[config.mk]
export PLATFORM = sky130hd
export DESIGN_NAME = psram_read_cache
export DESIGN_NICKNAME = d
export VERILOG_FILES = /design/src/rtl/psram_read_cache.sv
export SDC_FILE = /design/constraint.sdc
export NUM_CORES = 2
export LEC_CHECK = 0
export CAP_MARGIN = 10
export CORE_ASPECT_RATIO = 1.1
export CORE_MARGIN = 2
export CORE_UTILIZATION = 55
export CTS_CLUSTER_DIAMETER = 80
export DETAILED_ROUTE_END_ITERATION = 10
export DONT_BUFFER_PORTS = 1
export PLACE_DENSITY = 0.79
export SYNTH_ARGS = -nofsm -noshare
export SYNTH_HDL_FRONTEND = slang
export SYNTH_SLANG_ARGS = --single-unit
[constraint.sdc]
create_clock -name clk -period 8.05 [get_ports clk]
set_input_delay 1.61 -clock clk [delete_from_list [all_inputs] [get_ports clk]]
set_output_delay 1.61 -clock clk [all_outputs]
set_load 0.1 [all_outputs]
[src/rtl/psram_read_cache.sv]
// psram_read_cache
//   Direct-mapped, one-word-per-line, write-through / no-write-allocate cache
//   sitting between the CPU native memory bus and the quad-SPI PSRAM
//   controller. Repeated reads are served from the line array without an
//   SPI transaction. CPU byte-strobe patterns the controller cannot encode
//   are split into at most two legal writes.
//
// Ports
//   clk, resetn        clock, synchronous active-low reset
//   cpu_valid/addr/wdata/wstrb  CPU request (wstrb == 0 means read), held
//                      stable until cpu_ready
//   cpu_ready/rdata    one-cycle completion pulse, read data valid with it
//   flush              one-cycle pulse, invalidate every line
//   mem_valid/addr/wdata/wstrb  request to PSRAM controller
//   mem_ready/rdata    controller done (held until mem_valid falls), data

module psram_read_cache #(
  parameter int INDEX_BITS = 6
) (
  input  logic        clk,
  input  logic        resetn,
  input  logic        cpu_valid,
  input  logic [22:0] cpu_addr,
  input  logic [31:0] cpu_wdata,
  input  logic [3:0]  cpu_wstrb,
  output logic        cpu_ready,
  output logic [31:0] cpu_rdata,
  input  logic        flush,
  output logic        mem_valid,
  output logic [22:0] mem_addr,
  output logic [31:0] mem_wdata,
  output logic [3:0]  mem_wstrb,
  input  logic        mem_ready,
  input  logic [31:0] mem_rdata
);

  localparam int DEPTH = 1 << INDEX_BITS;
  localparam int TAG_W = 23 - INDEX_BITS;

  typedef enum logic [2:0] {
    S_INIT, S_IDLE, S_LOOKUP, S_MEM_REQ, S_MEM_RELEASE, S_RESP
  } state_t;

  state_t r_state, w_next;

  // line storage
  logic [DEPTH-1:0]      r_valid;
  logic [TAG_W-1:0]      r_tag  [DEPTH];
  logic [31:0]           r_data [DEPTH];

  // registered array read, taken every IDLE cycle from the live CPU address
  logic                  r_rd_valid;
  logic [TAG_W-1:0]      r_rd_tag;
  logic [31:0]           r_rd_data;

  // control / request state
  logic [INDEX_BITS-1:0] r_sweep;
  logic                  r_flush_pend;
  logic [22:0]           r_addr;
  logic [31:0]           r_wdata;
  logic [3:0]            r_wstrb;
  logic [3:0]            r_pend;
  logic [31:0]           r_rdata;

  logic [INDEX_BITS-1:0] w_cpu_idx;
  logic [INDEX_BITS-1:0] w_idx;
  logic [TAG_W-1:0]      w_tag;
  logic                  w_is_read;
  logic                  w_hit;
  logic                  w_accept;
  logic                  w_lookup_wr;
  logic                  w_fill;
  logic [3:0]            w_chunk;
  logic [31:0]           w_merged;

  assign w_cpu_idx = cpu_addr[INDEX_BITS-1:0];
  assign w_idx     = r_addr[INDEX_BITS-1:0];
  assign w_tag     = r_addr[22:INDEX_BITS];
  assign w_is_read = (r_wstrb == 4'b0000);
  assign w_hit     = r_rd_valid && (r_rd_tag == w_tag);
  assign w_accept  = (r_state == S_IDLE) && (w_next == S_LOOKUP);

  // write hit updates the cached word in place; memory gets it via MEM_REQ
  assign w_lookup_wr = (r_state == S_LOOKUP) && !w_is_read && w_hit;

  // a fill is dropped if a flush was already pending when it returns; a flush
  // landing in the same cycle still lets it write, the sweep removes it later
  assign w_fill = (r_state == S_MEM_REQ) && mem_ready && w_is_read && !r_flush_pend;

  always_comb begin
    for (int b = 0; b < 4; b++) begin
      w_merged[8*b +: 8] = r_wstrb[b] ? r_wdata[8*b +: 8] : r_rd_data[8*b +: 8];
    end
  end

  // Controller accepts only full word, halfword or single byte strobes.
  // Pairs are preferred so any 4-bit mask needs at most two chunks.
  always_comb begin
    if (r_pend == 4'b1111)       w_chunk = 4'b1111;
    else if (r_pend[1:0] == 2'b11) w_chunk = 4'b0011;
    else if (r_pend[3:2] == 2'b11) w_chunk = 4'b1100;
    else                           w_chunk = r_pend & (~r_pend + 4'd1);
  end

  assign mem_addr  = r_addr;
  assign mem_wdata = r_wdata;

  // FSM state register
  always_ff @(posedge clk) begin
    if (!resetn) r_state <= S_INIT;
    else         r_state <= w_next;
  end

  // FSM next state and outputs
  always_comb begin
    w_next    = r_state;
    cpu_ready = 1'b0;
    cpu_rdata = 32'd0;
    mem_valid = 1'b0;
    mem_wstrb = 4'b0000;
    case (r_state)
      S_INIT: begin
        if (&r_sweep) w_next = S_IDLE;
      end
      S_IDLE: begin
        // a pending (or arriving) flush is serviced before any new request
        if (flush || r_flush_pend) w_next = S_INIT;
        else if (cpu_valid)        w_next = S_LOOKUP;
      end
      S_LOOKUP: begin
        if (w_is_read && w_hit) w_next = S_RESP;
        else                    w_next = S_MEM_REQ;
      end
      S_MEM_REQ: begin
        mem_valid = 1'b1;
        mem_wstrb = w_chunk;
        if (mem_ready) w_next = S_MEM_RELEASE;
      end
      S_MEM_RELEASE: begin
        // controller holds ready until it sees valid low; wait it out
        if (!mem_ready) begin
          if (r_pend != 4'b0000) w_next = S_MEM_REQ;
          else                   w_next = S_RESP;
        end
      end
      S_RESP: begin
        cpu_ready = 1'b1;
        cpu_rdata = r_rdata;
        w_next    = S_IDLE;
      end
      default: w_next = S_INIT;
    endcase
  end

  // request / control datapath
  always_ff @(posedge clk) begin
    if (!resetn) begin
      r_sweep      <= '0;
      r_flush_pend <= 1'b0;
      r_addr       <= '0;
      r_wdata      <= '0;
      r_wstrb      <= '0;
      r_pend       <= '0;
      r_rdata      <= '0;
    end else begin
      if ((r_state == S_IDLE) && (w_next == S_INIT)) r_flush_pend <= 1'b0;
      else if (flush)                                 r_flush_pend <= 1'b1;

      // counter wraps back to 0 as the sweep leaves INIT
      if (r_state == S_INIT) r_sweep <= r_sweep + INDEX_BITS'(1);

      if (w_accept) begin
        r_addr  <= cpu_addr;
        r_wdata <= cpu_wdata;
        r_wstrb <= cpu_wstrb;
        r_pend  <= cpu_wstrb;
      end

      if ((r_state == S_LOOKUP) && w_is_read && w_hit) r_rdata <= r_rd_data;

      if ((r_state == S_MEM_REQ) && mem_ready) begin
        r_pend <= r_pend & ~w_chunk;
        if (w_is_read) r_rdata <= mem_rdata;
      end
    end
  end

  // line arrays: no reset, INIT clears the valid bits one per cycle
  always_ff @(posedge clk) begin
    if (r_state == S_IDLE) begin
      r_rd_valid <= r_valid[w_cpu_idx];
      r_rd_tag   <= r_tag[w_cpu_idx];
      r_rd_data  <= r_data[w_cpu_idx];
    end
    if (r_state == S_INIT) r_valid[r_sweep] <= 1'b0;
    if (w_lookup_wr)       r_data[w_idx]    <= w_merged;
    if (w_fill) begin
      r_valid[w_idx] <= 1'b1;
      r_tag[w_idx]   <= w_tag;
      r_data[w_idx]  <= mem_rdata;
    end
  end

endmodule

### After elaboration in Yosys (flattened, before gate mapping)

Memory sizes are Yosys's and may differ from the RTL's. A register that Yosys moved wholly into a read port is not among the register bits.
Cells that the tools add are included.

* output and inout bits: 93
* memories kept: 2
* register bits after elaboration: 170
* logic and storage cells: 98
* bits in latches: 0
* bits in read-only memories: 0
* bits of input ports: 96
* bits in writable memories: 3136

* divide/modulo/power cells: 0
* add/sub/neg operators: 2
* reductions and logical operators: 23
* bitwise logic cells: 9
* $mul: 0
* order comparisons: 5
* equality and inequality tests: 10
* shift operators: 0
* multiplexer cells: 37

Memories
* r_data: depth 64, width 32, read ports 1, clocked after Yosys merged registers in 1, write ports 1, RTL line 49 `logic [31:0] r_data [DEPTH];`
* r_tag: depth 64, width 17, read ports 1, clocked after Yosys merged registers in 1, write ports 1, RTL line 48 `logic [TAG_W-1:0] r_tag [DEPTH];`

Operator list (count)
* 32-bit 2-to-1 mux: 5
* 64-bit 2-to-1 mux: 2
* 64-bit AND: 1
* 64-bit inverter: 1
* 64-bit OR: 1
* 8-bit 2-to-1 mux: 4
* 4-bit 2-to-1 mux: 6
* 6-bit by 7-bit < comparator with 1-bit output (second input constant): 3
* 3-bit 2-to-1 mux: 7
* 3-bit case mux with 6 select lines: 1
* 17-bit == test: 1
* 1-bit logical AND: 13
* 1-bit demux with 6-bit select: 2
* 6-bit by 1-bit >= comparator with 1-bit output (second input constant): 2
* 3-bit by 2-bit == test with 1-bit output (second input constant): 3
* 1-bit 2-to-1 mux: 9
* 4-bit AND: 2
* 4-bit inverter: 2
* 6-bit by 1-bit adder with 6-bit output (second input constant): 1
* 1-bit binary-select mux with 6-bit select: 1
* 3-bit == test (second input constant): 2
* 3-bit logical NOT: 2
* 6-bit AND reduction: 1
* 4-bit by 1-bit adder with 4-bit output (second input constant): 1
* 11 further kinds: 13

### Logic depth before layout (Yosys ltp)

* depth after elaboration: 9
* gate-level depth with buffers: 10

### Least setup slack after synthesis

Ideal clock, no wire load.

* path type: register to register
* from: reg r_state[1]
* to: reg r_addr[14], in the netlist mem_addr[14]
* period minus slack after synthesis: 5.802 ns
* slack: 2.248 ns
* data arrival time: 5.669 ns
* setup time: 0.132 ns
* cell stages (with the launch flop): 8
* cell sequence: dfxtp_1 clkbuf_1 nor3b_1 nand3_1 clkbuf_1 clkbuf_1 nand2_1 a21oi_1

* word-level cells in the longest chain between the ends: 5
* elaborated cells on any way between the ends: 14

Ends and longest elaborated chain
* from (decl): RTL line 44 `state_t r_state, w_next;`
* from (signal assigned): RTL line 111 `else r_state <= w_next;`
* 3-bit 2-to-1 mux: RTL line 128 `else if (cpu_valid) w_next = S_LOOKUP;`
* 3-bit 2-to-1 mux: RTL line 127 `if (flush || r_flush_pend) w_next = S_INIT;`
* 3-bit case mux with 6 select lines: RTL line 121 `case (r_state)`
* 3-bit by 2-bit == test with 1-bit output: RTL line 81 `assign w_accept = (r_state == S_IDLE) && (w_next == S_LOOKUP);`
* 1-bit logical AND *: RTL line 81
* to (signal assigned): RTL line 173 `r_addr <= cpu_addr;`
* to (decl): RTL line 59 `logic [22:0] r_addr;`

Every way passes the cells marked *; elsewhere a longest branch is shown, timed or not.
A chain may end at the register's enable or synchronous reset.

### Worst setup path in the final report

* from: reg r_state[1]
* to: mem r_data[40][29], enable pin

* word-level cells in the longest chain between the ends: 7
* elaborated cells on any way between the ends: 12

Ends and longest elaborated chain
* 3-bit by 2-bit == test with 1-bit output: RTL line 88 `assign w_fill = (r_state == S_MEM_REQ) && mem_ready && w_is_read && !r_flush_pend;`
* 1-bit logical AND (3 in a row): RTL line 88
* 1-bit 2-to-1 mux: RTL line 197 `if (w_fill) begin`
* 1-bit 2-to-1 mux (not written as such): RTL line 200 `r_data[w_idx] <= mem_rdata;`
* 1-bit OR (no source line) *
* to (decl): RTL line 49

Marked as above.

==> metrics.yaml <==
status: "finished with violations"
violations: "max-slew violations"
portBuffers: 0
drt-pass1-iter-count: 8
drt_iter0_markers: 11800
finalSetupViolations: 0
grt_pass1_wl_um: 519000
postSynth.asyncResetShare_pct: 0
setup_tns_ns: 0
min_period_over_period_pct: 70.8
wl_per_cell_um: 38.0
crit_path_end_kind: "flop"
yosysTopAreaCellShare_pct: 74.1
cts.path.max_buffers: 4
rr_startpoint: "r_state[1]$_SDFF_PN0_"
synth_edf_count: 3186
wirelength_um: 374000
fin_nets: 6577
p_leak_nw: 42.3
fmax_ghz: 0.175
rr_endpoint: "r_data[40][29]$_DFFE_PP_"
ir_worst_vdd_uv: 239
finalMaxSlewViolations: 292
finalHoldViolations: 0
clkSinkCount: 3355
worstHoldEndpoint: "r_valid[49]$_DFF_P_"
vias: 69600
final_cell_mix: "3186 x edfxtp_1, 719 x mux4_2, 343 x clkbuf_16"
core_area_um2: 233000
grt_pass1_vias: 69600
clkLatencyLatePin_ns: 1.00
crit_type: "flop to flop"
die_h_um: 512
slew-limit-headroom_pct: -45.7
clkSlewWorstSetupHoldPaths_ns: 0.07
p_per_area_nw_per_um2: 242
min_path_type: "flop to flop"
ys.flop_type: "edfxtp_1"
cts_tree: "done"
synth_seq_cells: 3355
yosys.area.top_type: "edfxtp_1"
r2r_setup_slack_ns: 2.35
grt_max_degree: 587
syn-num-nets: 6419
num_rows: 186
detail-route-antenna-nets: 0
min_from: "r_valid[49]$_DFF_P_"
grt_overflow_total: 0
synth.cell_area_um2: 129000
worst_pin_slew_ns: 2.18
synthCells: 6322
required_ns: 8.68
post_cts_resized: 0
critPathMaxFanout: 70
cts_buffers: 332
die_area_um2: 239000
fin_util_pct: 61.8
track_usage_pct: 31.0
hpwlAfterDp_um: 194000
drive_above_1_share_pct: 24.2
die_x_um: 466
max-cap-violations: 0
whs_path_depth: 2
initial_core_util_pct: 55.3
clk_root_buffer_cell: "clkbuf_16"
rsz0062_at_grt: "false"
ys_warn_count: 0
synthTopCellsByArea: "edfxtp_1 74%, mux4_2 13%, dfxtp_1 2.6%"
critPathArrivalTime_ns: 6.33
synth_cell_types: 64
rr_worst_depth: 7
drc: 0
cp-start-kind: "flop"
io_pins: 189
fin_ws_ns: 2.35
power.total_w: 0.0349
period_minus_slack_ns: 5.70
postSynthAreaPerCell_um2: 20.4
synth-seq-area-share_pct: 76.7
post_cts_buffers: 0
pre_cts_ws_ns: 2.08
final_common_cell: "edfxtp_1"
gp_congestion: 0.888
area_growth_pct: 11.7
hold_buffers: 0
clock_skew_ns: 0.0990
cts_max_level: 5
grt_antenna_before_repair: 21
viasPerCell: 7.07
worst max path at each step:
stage,depth (start not counted),end,slack (ns),start
3_5_place_dp,8,r_rd_tag[13]$_DFFE_PP_,2.08,cpu_addr[0]
3_3_place_gp,8,r_rd_tag[11]$_DFFE_PP_,2.16,cpu_addr[0]
2_1_floorplan,7,mem_addr[14]$_SDFFE_PN0P_,2.25,r_state[1]$_SDFF_PN0_
4_1_cts,4,cpu_rdata[1],2.43,r_state[2]$_SDFF_PN0_
5_1_grt,7,r_data[40][29]$_DFFE_PP_,2.29,r_state[1]$_SDFF_PN0_
6_report,7,r_data[40][29]$_DFFE_PP_,2.35,r_state[1]$_SDFF_PN0_
per-stage QoR:
| stage | hold WS, ns | cell area [µm²] | instances |
|---|---|---|---|
| final | 0.470 | 144000 | 9843 |
| after global placement | 0.430 | 134000 | 9247 |
| after global routing | 0.486 | 144000 | 9834 |
| after CTS | 0.462 | 144000 | 9826 |
| after detailed placement | 0.447 | 134000 | 9247 |
| after floorplan | 0.421 | 129000 | 6322 |
critical path, stage by stage (launching register included):
cell and delay, ns:
dfxtp_1 0.60, and3b_2 0.89, nand3_4 0.90, nor2_4 0.92, a41oi_4 0.03, buf_4 0.46
nor3_2 1.04, buf_4 0.44
state kept, by name, summed over array words and instances (netlist names):
signal        cells
r_rd_data        32
r_state           3
r_rdata          32
r_pend            4
r_valid          64
r_rd_valid        1
mem_addr         23
r_wstrb           4
r_tag          1088
mem_wdata        32
r_flush_pend      1
r_rd_tag         17
r_data         2048
r_sweep           6
area by class of cell:
type	count	area, µm²
multi-input combinational	2552	29000
tap	3102	3880
timing repair buffer	231	1850
clock inverter	147	1360
sequential	3355	99100
antenna	16	40.0
clock buffer	432	8990
inverter	8	31.3
fill	14900	89200
logic make-up (layout without fill, tap and decap cells):
logic type / Yosys count / count (layout) / share of synthesized area [%]
AO/OA/AOI/OAI: 746 / 746 / 3.52
XOR/XNOR: 14 / 14 / 0.0950
adder cells (fa/ha/maj): 1 / 1 / 0.00969
buffers and inverters: 415 / 818 / 1.63
flip-flops: 3355 / 3355 / 76.7
multiplexers: 1064 / 1064 / 15.4
other: 0 / 16 / 0
AND/OR/NAND/NOR: 727 / 727 / 2.68
where the power goes:
part	total (W)	switching, W	internal (W)
sequential	0.0188	0.0000126	0.0188
combinational	0.000941	0.000497	0.000445
clock	0.0151	0.00651	0.00863
routing by layer:
layer  routed length (µm)  up-vias  track usage [%]
met2               177000     6040             48.6
met5                   38        -                0
met4                33900        6             23.7
met1               118000    35700             37.6
li1                     -    26500                -
met3                45100     1321             7.32
synth_stat cells (all sizes together) (3+ instances only):
master	instances
and3	3
nor2b	22
nor4	42
a221o	10
xor2	9
o22a	15
or4	11
a211oi	21
mux2	59
a31oi	40
mux2i	279
a221oi	22
nor3b	3
o211ai	10
edfxtp	3186
nor2	187
a311oi	9
or2	6
nand2b	21
o21ai	240
a2111oi	10
or3	11
and2	35
mux4	726
or3b	8
inv	8
nand3	45
a21oi	118
nand3b	14
nand4	3
o221ai	27
xnor2	5
nand2	200
buf	237
clkbuf	170
o22ai	211
dfxtp	169
nor3	114
Power figures use the tool's default switching activity.
